File: src/rtl/uart_rx_fifo.sv
// uart_rx_fifo: 16550-style receive FIFO with first-word-fall-through head, error tracking, overrun and trigger status.
module uart_rx_fifo #(
  parameter int DEPTH = 16
) (
  input  logic                     clk,
  input  logic                     rst,
  input  logic                     push,
  input  logic [7:0]               din,
  input  logic                     pe_in,
  input  logic                     fe_in,
  input  logic                     bi_in,
  input  logic                     pop,
  input  logic                     lsr_rd,
  input  logic                     fifo_en,
  input  logic                     clear,
  input  logic [1:0]               rx_trig,
  output logic [7:0]               dout,
  output logic                     pe_out,
  output logic                     fe_out,
  output logic                     bi_out,
  output logic                     empty,
  output logic                     full,
  output logic [$clog2(DEPTH):0]   count,
  output logic                     overrun,
  output logic                     err_in_fifo,
  output logic                     trig
);
  localparam int AW = $clog2(DEPTH);
  localparam int CW = AW + 1;
  localparam logic [CW-1:0] L4  = CW'(DEPTH < 4  ? DEPTH : 4);
  localparam logic [CW-1:0] L8  = CW'(DEPTH < 8  ? DEPTH : 8);
  localparam logic [CW-1:0] L14 = CW'(DEPTH < 14 ? DEPTH : 14);
  logic [10:0]   mem_q [DEPTH];
  logic [AW-1:0] wr_q, wr_d, rd_q, rd_d;
  logic [CW-1:0] cnt_q, cnt_d, err_q, err_d, lvl;
  logic          ovr_q, ovr_d, en_q;
  logic [10:0]   head;
  logic          flush, do_pop, do_push, ovw, we, add_err, sub_err;
  assign head = mem_q[rd_q];
  assign empty = cnt_q == '0;
  assign full = fifo_en ? (cnt_q == CW'(DEPTH)) : (cnt_q == CW'(1));
  assign {bi_out, fe_out, pe_out, dout} = empty ? 11'h000 : head;
  assign count = cnt_q;
  assign overrun = ovr_q;
  assign err_in_fifo = err_q != '0;
  assign lvl = rx_trig == 2'b00 ? CW'(1) : rx_trig == 2'b01 ? L4 : rx_trig == 2'b10 ? L8 : L14;
  assign trig = fifo_en ? (cnt_q >= lvl) : ~empty;
  // Toggling fifo_en flushes like an FCR clear; the overwrite path only exists in holding mode.
  always_comb begin
    flush   = clear | (fifo_en ^ en_q);
    do_pop  = pop & ~empty & ~flush;
    do_push = push & (~full | do_pop) & ~flush;
    ovw     = push & full & ~pop & ~fifo_en & ~flush;
    we      = do_push | ovw;
    add_err = we & (pe_in | fe_in | bi_in);
    sub_err = (do_pop | ovw) & (|head[10:8]);
    wr_d    = flush ? '0 : do_push ? (fifo_en ? wr_q + AW'(1) : '0) : wr_q;
    rd_d    = flush ? '0 : do_pop ? (fifo_en ? rd_q + AW'(1) : '0) : rd_q;
    cnt_d   = flush ? '0 : cnt_q + CW'(do_push) - CW'(do_pop);
    err_d   = flush ? '0 : err_q + CW'(add_err) - CW'(sub_err);
    ovr_d   = (push & full & ~pop & ~flush) | (ovr_q & ~lsr_rd);
  end
  always_ff @(posedge clk) begin
    if (we) mem_q[wr_q] <= {bi_in, fe_in, pe_in, din};
  end
  always_ff @(posedge clk or negedge rst) begin
    if (!rst) begin
      wr_q  <= '0;
      rd_q  <= '0;
      cnt_q <= '0;
      err_q <= '0;
      ovr_q <= 1'b0;
      en_q  <= 1'b0;
    end else begin
      wr_q  <= wr_d;
      rd_q  <= rd_d;
      cnt_q <= cnt_d;
      err_q <= err_d;
      ovr_q <= ovr_d;
      en_q  <= fifo_en;
    end
  end
endmodule
File: config.mk
export PLATFORM = sky130hd
export DESIGN_NAME = uart_rx_fifo
export DESIGN_NICKNAME = d
export VERILOG_FILES = /design/src/rtl/uart_rx_fifo.sv
export SDC_FILE = /design/constraint.sdc
export NUM_CORES = 1
export LEC_CHECK = 0
export CORE_UTILIZATION = 40
export CTS_BUF_LIST = sky130_fd_sc_hd__clkbuf_4 sky130_fd_sc_hd__clkbuf_8
export CTS_CLUSTER_SIZE = 12
export DETAILED_ROUTE_END_ITERATION = 8
export PLACE_DENSITY_LB_ADDON = 0.3
export SLEW_MARGIN = 20
export SYNTH_ARGS = -nofsm -noshare
export SYNTH_HDL_FRONTEND = slang
export SYNTH_SLANG_ARGS = --single-unit
File: constraint.sdc
create_clock -name clk -period 4.8 [get_ports clk]
set_clock_uncertainty 0.05 [all_clocks]
set_input_delay 1.44 -clock clk [delete_from_list [all_inputs] [get_ports clk]]
set_output_delay 1.44 -clock clk [all_outputs]
set_load 0.01 [all_outputs]
## Word-level counts from Yosys, hierarchy flattened

Memory sizes are Yosys's and may differ from the RTL's.
Cells that the tools add are included.
W data, S select, Z words.

- Register bits after elaboration: 20
- RAM bits: 176
- Output and inout port bits: 21
- Memories: 1

- Add/subtract/negate cells: 6
- Order comparisons: 1
- Equal/unequal tests: 4
- Multiplexer cells: 16
- Bitwise gates (word level): 26
- Reductions and logical operators: 6

Memories:

| memory | words | bits a word | rd ports | clocked after memory_dff | write ports | RTL line | source |
|---|---|---|---|---|---|---|---|
| mem_q | 16 | 11 | 1 | 0 | 1 | 33 | `logic [10:0] mem_q [DEPTH];` |

Operator list:

| operator | number |
|---|---|
| $mux W4 | 8 |
| $and A1 B1 Y1 | 12 |
| $mux W11 | 1 |
| $add A5 B1 Y5 | 2 |
| $mux W5 | 2 |
| $sub A5 B1 Y5 | 2 |
| $add A4 B1 Y4 const B | 2 |
| $or A1 B1 Y1 | 7 |
| $not A1 Y1 | 6 |
| $eq A5 B1 Y1 const B | 1 |
| $eq A5 B5 Y1 const B | 1 |
| $ge A5 B4 Y1 | 1 |
| $logic_not A5 Y1 | 1 |
| $reduce_bool A5 Y1 | 1 |
| $mux W1 | 4 |
| $reduce_bool A2 Y1 | 2 |
| $mux W3 | 1 |
| $reduce_or A3 Y1 | 1 |
| $eq A2 B1 Y1 const B | 1 |
| $eq A2 B2 Y1 const B | 1 |
| $logic_not A2 Y1 | 1 |
| $xor A1 B1 Y1 | 1 |

## Longest topological paths before layout

- Word-level depth: 12
- Depth in mapped cells: 18
- Gate-level depth less buffers: 17

## Worst setup path before layout

Ideal clock, no wire load.

- Kind: input -> register
- Start: input fifo_en
- End: register err_q[4]
- Library setup time: 0.136 ns
- Arrival time: 3.799 ns
- Required time: 4.614 ns
- Slack: 0.814 ns
- Stages on the path: 15
- Buffers on the path: 0
- Cells stage by stage: or3b_1 a211o_1 o31a_1 nor2_1 o21a_1 ha_1 inv_1 ha_1 inv_1 fa_1 inv_1 a21oi_1 nor2_1 or3_1 a21oi_1

- Word-level cells in the longest chain between the ends: 12
- Elaborated cells between the ends (all ways): 21
- Classes of those cells: add/sub: 2; mux: 2; bitwise: 17

Ends and longest elaborated chain:

| item | RTL line | source |
|---|---|---|
| start: declaration | 14 | `input logic fifo_en,` |
| $xor A1 B1 Y1 | 50 | `flush = clear \| (fifo_en ^ en_q);` |
| $or A1 B1 Y1 | 50 |  |
| $not A1 Y1 | 51, 52, 53 |  |
| $and A1 B1 Y1 | 51 | `do_pop = pop & ~empty & ~flush;` |
| $or A1 B1 Y1 | 52 | `do_push = push & (~full \| do_pop) & ~flush;` |
| $and A1 B1 Y1 (2 in series) | 52 |  |
| $or A1 B1 Y1 | 54 | `we = do_push \| ovw;` |
| $and A1 B1 Y1 | 55 | `add_err = we & (pe_in \| fe_in \| bi_in);` |
| $add A5 B1 Y5 | 60 | `err_d = flush ? '0 : err_q + CW'(add_err) - CW'(sub_err);` |
| $sub A5 B1 Y5 | 60 |  |
| $mux W5 (*) | 60 |  |
| named net err_d[4] | 35 | `logic [CW-1:0] cnt_q, cnt_d, err_q, err_d, lvl;` |
| end signal: assignment | 78 | `err_q <= err_d;` |
| end: declaration | 35 |  |

The timed path passes the listed nets; every way through them passes the cells marked *.
A chain may end at the register's enable or synchronous reset.

## Final worst setup path

- Start: input rx_trig[0]
- End: output trig

- Word-level cells in the longest chain between the ends: 6
- Elaborated cells between the ends (all ways): 8
- Classes of those cells: order compare: 1; eq/ne: 2; mux: 4; reduce/logical: 1

Ends and longest elaborated chain:

| item | RTL line | source |
|---|---|---|
| start: declaration | 16 | `input logic [1:0] rx_trig,` |
| $eq A2 B2 Y1 | 46 | `assign lvl = rx_trig == 2'b00 ? CW'(1) : rx_trig == 2'b01 ? L4 : rx_trig == 2'b10 ? L8 : L14;` |
| $mux W3 | 46 |  |
| $mux W4 | 46 |  |
| $mux W4 (*) | 46 |  |
| $ge A5 B4 Y1 (*) | 47 | `assign trig = fifo_en ? (cnt_q >= lvl) : ~empty;` |
| $mux W1 (*) | 47 |  |
| end: declaration | 26 | `output logic trig` |

Mark *: on every way between the ends. The rest lies on a longest branch, timed or not.

==> summary.md <==
| Metric | Value |
|---|---|
| Routed via count | 4587 |
| Slew HR | 61.22% |
| CP Data Required Time | 3310 ps |
| Clock Sinks | 196 |
| CTS tree | done |
| Max Clock Freq | 216.2 MHz |
| YS warnings | 0 |
| Ys flop type | edfxtp_1 |
| Wirelength, routed | 16530 um |
| Syn Inst Count | 508 |
| Worst-Margin Slew | 579.9 ps |
| Net count after synthesis | 551 |
| Filler cells | 1711 |
| Core ar. | 0.02030 mm^2 |
| Die height | 146.2 um |
| Sequential share of the synthesized area | 69.60% |
| Post-synthesis async set-or-reset flop share | 10.20% |
| Worst path cell trace | clkdlybuf4s50_1 -> nor2_1 -> ha_1 -> nand2b_1 -> a21oi_1 -> nor2b_1 -> o21ai_0 -> a31oi_1 -> dlygate4sd2_1 |
| Final Util | 47.23% |
| Die W | 146.2 um |
| Hold_buf cts | 0 |
| Vias in the first global route | 4602 |
| Mean Syn Cell Area | 16.36 um^2 |
| RSZ-0062 raised after global routing | no |
| Total CTS buffers | 17 |
| HP Class | flip-flop to flip-flop |
| Final period util | 96.36% |
| Max incr delay on CP | 510 ps |
| Clk buf depth | 2 |
| Vias per inst | 5.359 |
| Ports | 41 |
| Main combinational cell family by area after synthesis | multiplexers |
| Post-route minimum period | 4625 ps |
| Startpoint type of the worst setup path | primary input |
| Die footprint | 0.02136 mm^2 |
| Status | completed |
| Final Setup Violations | 0 |
| Crit Path Class | primary input to primary output |
| Drt drc | 0 |
| Total iterations of the first detailed-routing run | 5 |
| HPWL Detailed | 11260 um |
| Average wire per standard cell | 19.31 um |
| H-tree depth | 4 |
| Share of layout cells above drive strength 1 | 15.87% |
| Max Cap Violations | 0 |
| Pin count of the biggest net entering global routing | 39 |
| Port Buffers | 40 |
| WP data arrival | 3140 ps |
| Simple-Gate Fraction of Synth Area | 5.117% |
| Hold slack | 497.2 ps |
| Adder-Cell Fraction of Synth Area | 3.642% |
| Gr usage total | 16.35% |
| Initial antenna violation count | 0 |
| Area of the multi-input gates | 0.002321 mm^2 |
| Yosys cell types | 45 |
| Pwr dens | 321.4 mW/mm^2 |
| Overall power after layout | 3.081 mW |
| Row Count | 52 |
| Total gr overflow | 0 |
| Final net count | 616 |
| First-pass GRT wire length | 26030 um |
| RD Place Congestion | 0.8165 |
| Synth Area in XOR/XNOR | 0.7375% |
| Sequential Area | 0.005789 mm^2 |
| Multiplexer share of the synthesized area | 11.56% |
| Worst-path clk slew | 100 ps |
| # diodes | 0 |
| Starting Density | 40.95% |
| Crit path buf inv count | 2 |
| Post-Syn Area | 0.008313 mm^2 |
| Clock Latency Late Sink | 460 ps |
| Critical path's slowest cell | clkdlybuf4s50_1 |
| Antenna Nets Post-Route | 0 |
| EDFF count, synth | 176 |
| Synth Register Bits | 196 |
| Final hold violations | 0 |
| Peak supply drop | 0.1847 mV |
| Root Buffer | clkbuf_8 |
| Pleak | 3.073 nW |
| Cell family with most CP delay | buffers and inverters |
| Worst setup EP type | primary output |
| DR iter-0 viols | 463 |
| Compound-gate portion of the synthesized area | 6.683% |
| Max FO, Critical Path | 3 |
| P&R area growth vs syn | 15.32% |
| Final Max Tran Viols | 0 |
## cell usage in the layout, fill, tap and decap left out, drive strengths merged, types with 3 or more instances in the layout
| master | instances |
|---|---|
| ha | 21 |
| xnor2 | 4 |
| nor3 | 5 |
| nand2b | 6 |
| xor2 | 3 |
| mux4 | 22 |
| dfrtp | 20 |
| o22ai | 8 |
| nand2 | 26 |
| clkbuf | 17 |
| inv | 28 |
| clkdlybuf4s50 | 38 |
| a211oi | 9 |
| nor2b | 4 |
| a22oi | 4 |
| nand3 | 4 |
| and2 | 5 |
| nor2 | 26 |
| edfxtp | 176 |
| a21oi | 19 |
| a221oi | 6 |
| o21ai | 9 |
| clkinv | 5 |
| nand4 | 4 |
| buf | 33 |
| mux2i | 45 |
| o221ai | 16 |
## cell families (layout without fill, tap and decap cells)
| logic type | Yosys count | count (layout) |
|---|---|---|
| flops | 196 | 196 |
| mux | 68 | 68 |
| xor+xnor | 7 | 7 |
| simple gates | 88 | 88 |
| buf+inv | 47 | 125 |
| compound gates | 79 | 79 |
| fa+ha+maj | 23 | 23 |
## metal layers
| metal | global-route usage [%] | share of wire [%] | vias up |
|---|---|---|---|
| li1 | - | - | 2116 |
| met2 | 26.76 | 50 | 110 |
| met1 | 21.91 | 45 | 2346 |
| met4 | 4.896 | 1.1 | 0 |
| met5 | 0 | 0 | - |
| met3 | 3.531 | 4.3 | 15 |
## synthesized netlist by cell type (2+ instances only)
library cell,n,area (um^2)
a22oi_1,4,30.03
edfxtp_1,176,5285
inv_1,20,75.07
fa_1,2,40.04
ha_1,21,262.8
buf_2,3,15.01
a21oi_1,19,95.09
and2_1,5,31.28
buf_4,5,37.54
dfrtp_1,20,500.5
o21ai_0,9,45.04
clkbuf_1,15,56.30
nor2b_1,4,25.02
a211oi_1,8,60.06
nor2_1,26,97.59
nand2_1,26,97.59
a221oi_1,6,52.55
nor3_1,5,25.02
xor2_1,3,26.28
xnor2_1,4,35.03
nand2b_1,6,37.54
nand4_1,4,25.02
buf_6,3,33.78
nand3_1,4,20.02
mux2i_1,45,450.4
o22ai_1,8,50.05
mux4_2,22,495.5
a21o_1,2,15.01
or3_1,2,12.51
o221ai_1,16,140.1
## stage by stage
stage / instance area, um^2 / std cells / TNS, ps / setup WS [ps]
global placement: 9193 / 824 / -6.818 / -6.818
CTS: 9592 / 856 / 0 / 177.0
detailed placement: 9193 / 824 / -16.93 / -16.93
global route: 9587 / 856 / 0 / 41.52
floorplan: 8313 / 508 / 0 / 814.3
finish: 9587 / 856 / 0 / 174.7
## state kept, by name, indices dropped and copies added (netlist names)
signal   flops
count        5
overrun      1
rd_q         4
err_q        5
en_q         1
mem_q      176
wr_q         4
## where the power goes
part	total, mW	leakage (nW)	switching (mW)	internal, mW
Combinational	0.161	1.02	0.0916	0.0692
Sequential	1.87	1.86	0.00485	1.86
Clock	1.05	0.198	0.615	0.435
## timing repair
item / 4_1_cts / 5_1_grt
buffers inserted: 0 / 0
hold endpoints to repair: 0 / 0
gates resized for setup: 1 / 0
setup endpoints to repair: 1 / 0
## cell type report
type	instances	area share [%]
sequential	196	60.39
multi-input combinational	265	24.21
timing repair buffer	72	6.878
tap	270	3.524
clock buffer	17	2.441
clock inverter	15	1.736
inverter	21	0.8222
## tightest hold or removal path: stages, from the launching register on
cell and delay (ps):
dfrtp_1 400, inv_1 50, o32ai_1 70
## path summary, 6_finish.rpt
check / start / to / slack (ps) / cells past startpoint
max: rx_trig[0] / trig / 170 / 9
min: overrun$_DFF_PN0_ / overrun$_DFF_PN0_ / 500 / 2
max reg2reg: count[3]$_DFF_PN0_ / err_q[4]$_DFF_PN0_ / 1040 / 17
min reg2reg: overrun$_DFF_PN0_ / overrun$_DFF_PN0_ / 500 / 2
max in group asynchronous: rst / rd_q[0]$_DFFE_PN0P_ / 3440 / 1
min in group asynchronous: rst / count[4]$_DFF_PN0_ / 880 / 1
Power figures use the tool's default switching activity.
==> patch: new RTL, same settings <==
`DEPTH`: 16 -> 8.
--- a/src/rtl/uart_rx_fifo.sv
+++ b/src/rtl/uart_rx_fifo.sv
@@ -1,6 +1,6 @@
 // uart_rx_fifo: 16550-style receive FIFO with first-word-fall-through head, error tracking, overrun and trigger status.
 module uart_rx_fifo #(
-  parameter int DEPTH = 16
+  parameter int DEPTH = 8
 ) (
   input  logic                     clk,
   input  logic                     rst,
Interface: changed (resized count); port bits go from 41 to 40. No check against the original RTL was run, so the function may have changed too.
==> patch against the unedited design <==
Worst setup slack better by 150 ps. Design area is 44% lower. Synthesized cell count shrank 47%. Area after synthesis fell by 46%. Combinational power fell by 38%. Wire length decreased by 49%. Sequential cell count decreased by 92. Total power fell by 47%. Critical path type unchanged. Largest power group unchanged. Highest routed layer unchanged.
==> patch: results (changes against the unedited design) <==
| Metric | Value |
|---|---|
| CTS buffer count | 9 (-8) |
| Cells after DPL | 456 (-45%) |
| Synth Area in Compound Gates | 2.89% (-3.8 points) |
| Fillers | 893 (-48%) |
| Largest net degree at the start of global routing | 19 (-51%) |
| Routing usage on met1 | 21.6% (-0.35 points) |
| GR Util met3 | 2.47% (-1.1 points) |
| Sequential area share after synthesis | 67.5% (-2.1 points) |
| HPWL after detailed placement | 5690 um (-49%) |
| H-tree Lvls | 3 (-1) |
| Syn_nets | 306 (-44%) |
| Register area | 3040 um2 (-47%) |
| 1st-pass router iterations | 4 (-1) |
| Xor and xnor fraction of the mapped netlist area | 0.971% (+0.23 points) |
| Nonclk buf count | 57 (-21%) |
| Met2 usage in global routing | 25.5% (-1.2 points) |
| Initial DRC count | 109 (-76%) |
| IO Port Bufs | 39 (-2.5%) |
| Top cells by area, synth | edfxtp_1, mux4_2, dfrtp_1 |
| Post-synth EDFFs | 88 (-50%) |
| Inverters | 16 (-24%) |
| Crit path max fanout | 4 (+1) |
| # nets final | 364 (-41%) |
| Layout clock buffers | 10 (-7) |
| Post-DR vias/cell | 5.05 (-5.7%) |
| Commonest cells post-synth | edfxtp_1, nor2_1, mux4_2 |
| Pleak | 1.85 nW (-40%) |
| Buffering overhead | 9.83% (+3.0 points) |
| Status | completed |
| Seq_cells | 104 (-47%) |
| Async set-reset flop share out of synthesis | 15.4% (+5.2 points) |
| Vias in the first global route | 2493 (-46%) |
| Met2 wire len | 4190 um (-49%) |
| DP Area | 5160 um2 (-44%) |
| Post-Syn Area | 4510 um2 (-46%) |
| Synth Area in Adders | 5.05% (+1.4 points) |
| Skew-Pair Late Insertion Delay | 370 ps (-90 ps) |
| Peak VDD IR | 149 uV (-19%) |
| GRT Total Usage | 15.8% (-0.56 points) |
| Worst Max-Slew Pin Slew | 866 ps (+286 ps) |
| Routed via count | 2384 (-48%) |
| Layout cells sized above 1 | 18.7% (+2.8 points) |
| M1 WL | 3830 um (-48%) |
| Yosys cell types | 38 (-16%) |
| Mux share of post-synthesis cell area | 13.9% (+2.3 points) |
| Max reg flops | 88 (-50%) |
| Dpl ws | 76.5 ps (+93.5 ps) |
| Met3 WL post-DR | 280 um (-61%) |
-- patch: cell types whose count changed in the layout (fill, tap and decap cells not counted), sizes merged, moves of 12 or more --
cell    change
edfxtp     -88
mux2i      -32
nand2      -18
o221ai     -16
buf        -15
a21oi      -12
-- patch: final timing paths --
| path | from | endpoint | slack, ps | cells past startpoint |
|---|---|---|---|---|
| max | fifo_en | full | 320 | 5 |
| min | overrun | overrun | 490 | 2 |
| max reg2reg | count[2] | count[2] | 1800 | 13 |
| min reg2reg | overrun | overrun | 490 | 2 |
| max in group asynchronous | rst | wr_q[0] | 2790 | 1 |
| min in group asynchronous | rst | en_q | 1460 | 1 |
-- patch: what timing repair did --
action	CTS	global route
gates resized for setup	0	1
endpoints found under the setup margin	0	1
hold buffers	0	0
-- patch: power breakdown --
group | internal [mW] | switching [mW]
combinational | 0.0491 | 0.0506
clock | 0.255 | 0.302
sequential | 0.986 | 0.00286
-- patch: worst min-delay path, stage by stage (launching register included) --
cell and delay, ps:
dfrtp_1 380, inv_1 50, o22ai_1 70
